<file path="config.mk">
export PLATFORM = sky130hd
export DESIGN_NAME = riscv_div_unit
export DESIGN_NICKNAME = d
export VERILOG_FILES = /design/src/rtl/riscv_div_unit_pkg.sv /design/src/rtl/riscv_div_unit.sv
export SDC_FILE = /design/constraint.sdc
export NUM_CORES = 1
export LEC_CHECK = 0
export ABC_AREA = 1
export BUFFER_PORTS_ARGS = -buffer_cell sky130_fd_sc_hd__buf_4
export CORE_MARGIN = 2
export CORE_UTILIZATION = 56
export DETAILED_ROUTE_END_ITERATION = 12
export PLACE_DENSITY = 0.83
export SLEW_MARGIN = 10
export SYNTH_ARGS = -nofsm -noshare
export SYNTH_HDL_FRONTEND = slang
export SYNTH_SLANG_ARGS = --single-unit
</file>
<file path="constraint.sdc">
create_clock -name clk -period 4.4 [get_ports clk]
set_input_delay 0.44 -clock clk [delete_from_list [all_inputs] [get_ports clk]]
set_output_delay 0.44 -clock clk [all_outputs]
set_load 0.02 [all_outputs]
</file>
<file path="src/rtl/riscv_div_unit_pkg.sv">
// Shared divider definitions: FSM encodings, iteration count, func3 divide codes
// and the conditional two's-complement helper used for sign handling.
package riscv_div_unit_pkg;

    typedef enum logic [1:0] {
        DIV_IDLE = 2'd0,
        DIV_CALC = 2'd1,
        DIV_FIX  = 2'd2
    } div_state_t;

    localparam int DIV_ITERATIONS = 32;
    localparam int DIV_COUNT_W    = $clog2(DIV_ITERATIONS);

    // Full func3 values of the M-extension divide group.
    localparam logic [2:0] F3_DIV  = 3'b100;
    localparam logic [2:0] F3_DIVU = 3'b101;
    localparam logic [2:0] F3_REM  = 3'b110;
    localparam logic [2:0] F3_REMU = 3'b111;

    function automatic logic [31:0] negate_if(input logic [31:0] value, input logic neg);
        return neg ? (~value + 32'd1) : value;
    endfunction

endpackage

</file>
<file path="src/rtl/riscv_div_unit.sv">
// Iterative 32-step restoring divider for RV32M DIV/DIVU/REM/REMU; stalls the
// front of the pipeline while busy and pulses done for one cycle with the result.
module riscv_div_unit
    import riscv_div_unit_pkg::*;
(
    input  logic        clk,
    input  logic        rst,
    input  logic        flush,
    input  logic        div_start,
    input  logic [1:0]  div_op,
    input  logic [31:0] op1,
    input  logic [31:0] op2,
    output logic        stall,
    output logic        done,
    output logic [31:0] result
);

    localparam logic [DIV_COUNT_W-1:0] LAST_COUNT = DIV_COUNT_W'(DIV_ITERATIONS - 1);

    div_state_t             state_reg, state_next;
    logic [DIV_COUNT_W-1:0] count_reg, count_next;
    logic                   is_rem_reg, is_rem_next;
    logic                   neg_q_reg, neg_q_next;
    logic                   neg_r_reg, neg_r_next;
    logic [31:0]            dividend_reg, dividend_next;
    logic [31:0]            divisor_reg, divisor_next;
    logic [31:0]            rem_reg, rem_next;
    logic                   done_reg, done_next;
    logic [31:0]            result_reg, result_next;

    logic [2:0]  f3;
    logic        acc_signed, acc_rem, op1_neg, op2_neg;
    logic        div_by_zero, signed_ovf;
    logic [32:0] partial, diff;
    logic        q_bit;

    assign f3          = {1'b1, div_op};
    assign acc_signed  = (f3 == F3_DIV) || (f3 == F3_REM);
    assign acc_rem     = (f3 == F3_REM) || (f3 == F3_REMU);
    assign op1_neg     = acc_signed & op1[31];
    assign op2_neg     = acc_signed & op2[31];
    assign div_by_zero = (op2 == 32'd0);
    assign signed_ovf  = acc_signed && (op1 == 32'h8000_0000) && (op2 == 32'hFFFF_FFFF);

    // Partial remainder stays below the divisor, so the 33-bit difference is
    // negative exactly when bit 32 is set.
    assign partial = {rem_reg, dividend_reg[31]};
    assign diff    = partial - {1'b0, divisor_reg};
    assign q_bit   = ~diff[32];

    always_comb begin
        state_next    = state_reg;
        count_next    = count_reg;
        is_rem_next   = is_rem_reg;
        neg_q_next    = neg_q_reg;
        neg_r_next    = neg_r_reg;
        dividend_next = dividend_reg;
        divisor_next  = divisor_reg;
        rem_next      = rem_reg;
        done_next     = 1'b0;
        result_next   = result_reg;

        if (flush) begin
            state_next = DIV_IDLE;
        end else begin
            case (state_reg)
                DIV_IDLE: begin
                    // done=1 means the finished instruction is still in EX.
                    if (div_start && !done_reg) begin
                        if (div_by_zero) begin
                            result_next = acc_rem ? op1 : 32'hFFFF_FFFF;
                            done_next   = 1'b1;
                        end else if (signed_ovf) begin
                            result_next = acc_rem ? 32'd0 : 32'h8000_0000;
                            done_next   = 1'b1;
                        end else begin
                            is_rem_next   = acc_rem;
                            neg_q_next    = op1_neg ^ op2_neg;
                            neg_r_next    = op1_neg;
                            dividend_next = negate_if(op1, op1_neg);
                            divisor_next  = negate_if(op2, op2_neg);
                            rem_next      = 32'd0;
                            count_next    = '0;
                            state_next    = DIV_CALC;
                        end
                    end
                end
                DIV_CALC: begin
                    // Quotient bits shift into the dividend register as it empties.
                    rem_next      = q_bit ? diff[31:0] : partial[31:0];
                    dividend_next = {dividend_reg[30:0], q_bit};
                    count_next    = count_reg + 1'b1;
                    if (count_reg == LAST_COUNT) begin
                        state_next = DIV_FIX;
                    end
                end
                DIV_FIX: begin
                    result_next = is_rem_reg ? negate_if(rem_reg, neg_r_reg)
                                             : negate_if(dividend_reg, neg_q_reg);
                    done_next   = 1'b1;
                    state_next  = DIV_IDLE;
                end
                default: state_next = DIV_IDLE;
            endcase
        end
    end

    always_ff @(posedge clk or posedge rst) begin
        if (rst) begin
            state_reg    <= DIV_IDLE;
            count_reg    <= '0;
            is_rem_reg   <= 1'b0;
            neg_q_reg    <= 1'b0;
            neg_r_reg    <= 1'b0;
            dividend_reg <= 32'd0;
            divisor_reg  <= 32'd0;
            rem_reg      <= 32'd0;
            done_reg     <= 1'b0;
            result_reg   <= 32'd0;
        end else begin
            state_reg    <= state_next;
            count_reg    <= count_next;
            is_rem_reg   <= is_rem_next;
            neg_q_reg    <= neg_q_next;
            neg_r_reg    <= neg_r_next;
            dividend_reg <= dividend_next;
            divisor_reg  <= divisor_next;
            rem_reg      <= rem_next;
            done_reg     <= done_next;
            result_reg   <= result_next;
        end
    end

    assign stall  = (state_reg != DIV_IDLE) || (div_start && !done_reg);
    assign done   = done_reg;
    assign result = result_reg;

endmodule

</file>
==> flow_summary.json <==
{
  "grt_max_degree": 108,
  "ys_seq_area_frac": 0.263,
  "ys_types": 40,
  "critPathLaunchType": "flop",
  "cts_buffers": 17,
  "period_share": 0.713,
  "layout_common_cells": "nand2_1 (850), inv_1 (302), nand3_1 (291), nor2_1 (210), dfrtp_1 (139)",
  "status": "finished clean",
  "fin_ws_ns": 1.26,
  "die_w_um": 158,
  "vias_per_cell": 5.58,
  "synth_area_per_cell_um2": 5.82,
  "setup_violations": 0,
  "place_area_mm2": 0.0142,
  "slowest_delay_ns": 0.51,
  "cts.sinks": 139,
  "h-tree-depth": 4,
  "fillCellCount": 2229,
  "clk_path_buf_depth": 2,
  "nets": 2449,
  "synthToLayoutAreaGrowth_pct": 11.1,
  "cts_resized": 0,
  "numPlacedInstances": 2639,
  "dp_slack_ns": 1.28,
  "hp-class": "in -> async",
  "coreArea_mm2": 0.0233,
  "cts_setup_buffers": 0,
  "power.total_mw": 11.6,
  "worstPathCellList": "inv_1, ha_1, fa_1, inv_1, nand2_1, nand2_1, nand3_1, nand2_1, nand2_1, nand2_1, nand2_1, nand2_1, nand2_1, buf_4, nand2_2, nand2_1, nand3_1, nand2_1",
  "clk_latency_ns": 0.44,
  "portBuffers": 103,
  "wl_per_cell_um": 16.8,
  "initial_core_util": 0.567,
  "hpwl_mm": 34.8,
  "fin_util": 0.631,
  "ir_drop_v": 0.000455,
  "fin_crit_ns": 3.14,
  "synth_seq_cells": 139,
  "netlist_instances": 2274,
  "final_common_cell": "nand2_1",
  "grt_use_total": 0.364,
  "antenna_found_initial": 1,
  "io_pins": 104,
  "yosys_warnings": 0,
  "stdcell_count": 2672,
  "first_pass_iters": 8,
  "p_sw_mw": 6.61,
  "fin_skew_ns": 0.0115,
  "cts-root-buf": "clkbuf_16",
  "fin_hold_ws_ns": 0.223,
  "rsz0062_at_grt": "false",
  "tightest_slew_ns": 1.01,
  "setup_tns_ns": 0,
  "grt_pass1_wl_mm": 69.9,
  "leakage_nw": 8.20,
  "grt_pass1_vias": 13100,
  "clk_pin_slew_worst_paths_ns": 0.07,
  "drt_wl_total_mm": 44.8,
  "cp_common_cell": "nand2_1",
  "fin_area_mm2": 0.0147,
  "grt_overflow": 0,
  "clkPwrFrac": 0.121,
  "end_kind": "flop",
  "fp.dieArea_mm2": 0.0249,
  "drv_cap": 0,
  "hold_viol_final": 0,
  "syn-cell-area_mm2": 0.0132,
  "drc": 0,
  "maxSlewHeadroom": 0.324,
  "synthesis.nets": 2384,
  "fp-row-count": 56,
  "cts_tree": "yes",
  "ant_nets": 0,
  "die_y_um": 158,
  "drive_gt1_frac": 0.0774,
  "holdBufCountCts": 0,
  "cpMaxStageDelayCell": "nand2_2",
  "path_class": "reg -> reg",
  "drtIter0Drc": 1922,
  "seqPwrFrac": 0.214,
  "via_count": 14900,
  "comb_power_share": 0.666,
  "max_freq_ghz": 0.319,
  "pwr_density_cell_mw_per_mm2": 790,
  "p_int_mw": 5.02,
  "cp.required_ns": 4.72,
  "arrival_ns": 3.46,
  "swShare": 0.568,
  "finalWeightedCongestion": 1.02,
  "drv_slew": 0,
  "cp_max_fo": 32
}
[cells in the mapped netlist (all sizes together)]
master / n / area [µm²]
ha: 39 / 488
a21o: 3 / 22.5
a211oi: 1 / 7.51
o21a: 1 / 7.51
clkbuf: 34 / 128
nand3b: 13 / 97.6
o22ai: 2 / 12.5
xor2: 45 / 394
a21oi: 47 / 239
dfrtp: 139 / 3480
nand3: 295 / 1500
a31oi: 1 / 6.26
buf: 37 / 265
nand4: 23 / 144
clkinv: 4 / 15.0
nand2: 854 / 3220
o31ai: 4 / 30.0
and2: 5 / 31.3
o21bai: 7 / 52.6
o21ai: 128 / 641
xnor2: 21 / 184
or2: 4 / 25.0
nor4: 4 / 25.0
fa: 1 / 20.0
nor3: 20 / 100
o211ai: 9 / 67.6
inv: 311 / 1170
nor2: 222 / 873
[metal layers]
metal	up-vias	part of all wire	wire (µm)	global-route usage
met5	-	0.00020	9	0
met4	2	0.028	1270	0.106
met3	102	0.13	5900	0.0988
met2	823	0.42	18600	0.528
met1	6695	0.42	19000	0.527
li1	7295	-	-	-
[area by class of cell]
class / count / area [µm²] / area share
clock buffers: 17 / 425 / 0.0289
repair buffers: 117 / 891 / 0.0606
multi-input cells: 1749 / 8200 / 0.557
diodes: 1 / 2.50 / 0.000170
well taps: 319 / 399 / 0.0271
flip-flops and latches: 139 / 3480 / 0.236
inverters: 315 / 1190 / 0.0807
clock inverters: 15 / 133 / 0.00902
[final timing paths]
| check | start | cells past startpoint | to | slack [ns] |
|---|---|---|---|---|
| max in group asynchronous | rst | 3 | dividend_reg[31] | 3.12 |
| worst min-delay path | rst | 2 | result[19] | 0.22 |
| min in group clk | op1[0] | 3 | dividend_reg[0] | 0.25 |
| worst max register to register | dividend_reg[31] | 18 | rem_reg[21] | 1.26 |
| worst min register to register | result[1] | 2 | result[1] | 0.48 |
| worst max-delay path | dividend_reg[31] | 18 | rem_reg[21] | 1.26 |
[kinds of logic (layout without fill, tap and decap cells)]
logic type      count (synthesis)  in the layout  synth area share
compound gates                203            203            0.0820
buf+inv                       386            464             0.119
fa+ha+maj                      40             40            0.0384
simple gates                 1440           1440             0.454
flops                         139            139             0.263
other cells                     0              1                 0
xor+xnor                       66             66            0.0437
[power by group through the flow]
stage                     sequential, mW  combinational [mW]  clock [mW]
final                               2.48                7.74        1.40
after detailed placement            2.45                7.51           0
after floorplan                     2.32                5.54           0
after global routing                2.52                8.66        1.46
after global placement              2.44                7.40           0
after CTS                           2.43                7.56        1.40
[critical path: cells and delay by family (launching register included)]
family                     cells  cell delay (ns)
and+or+nand+nor               13             1.57
adders and majority gates      2             0.67
buffers and inverters          3             0.43
DFF                            1             0.36
Power figures use the tool's default switching activity.
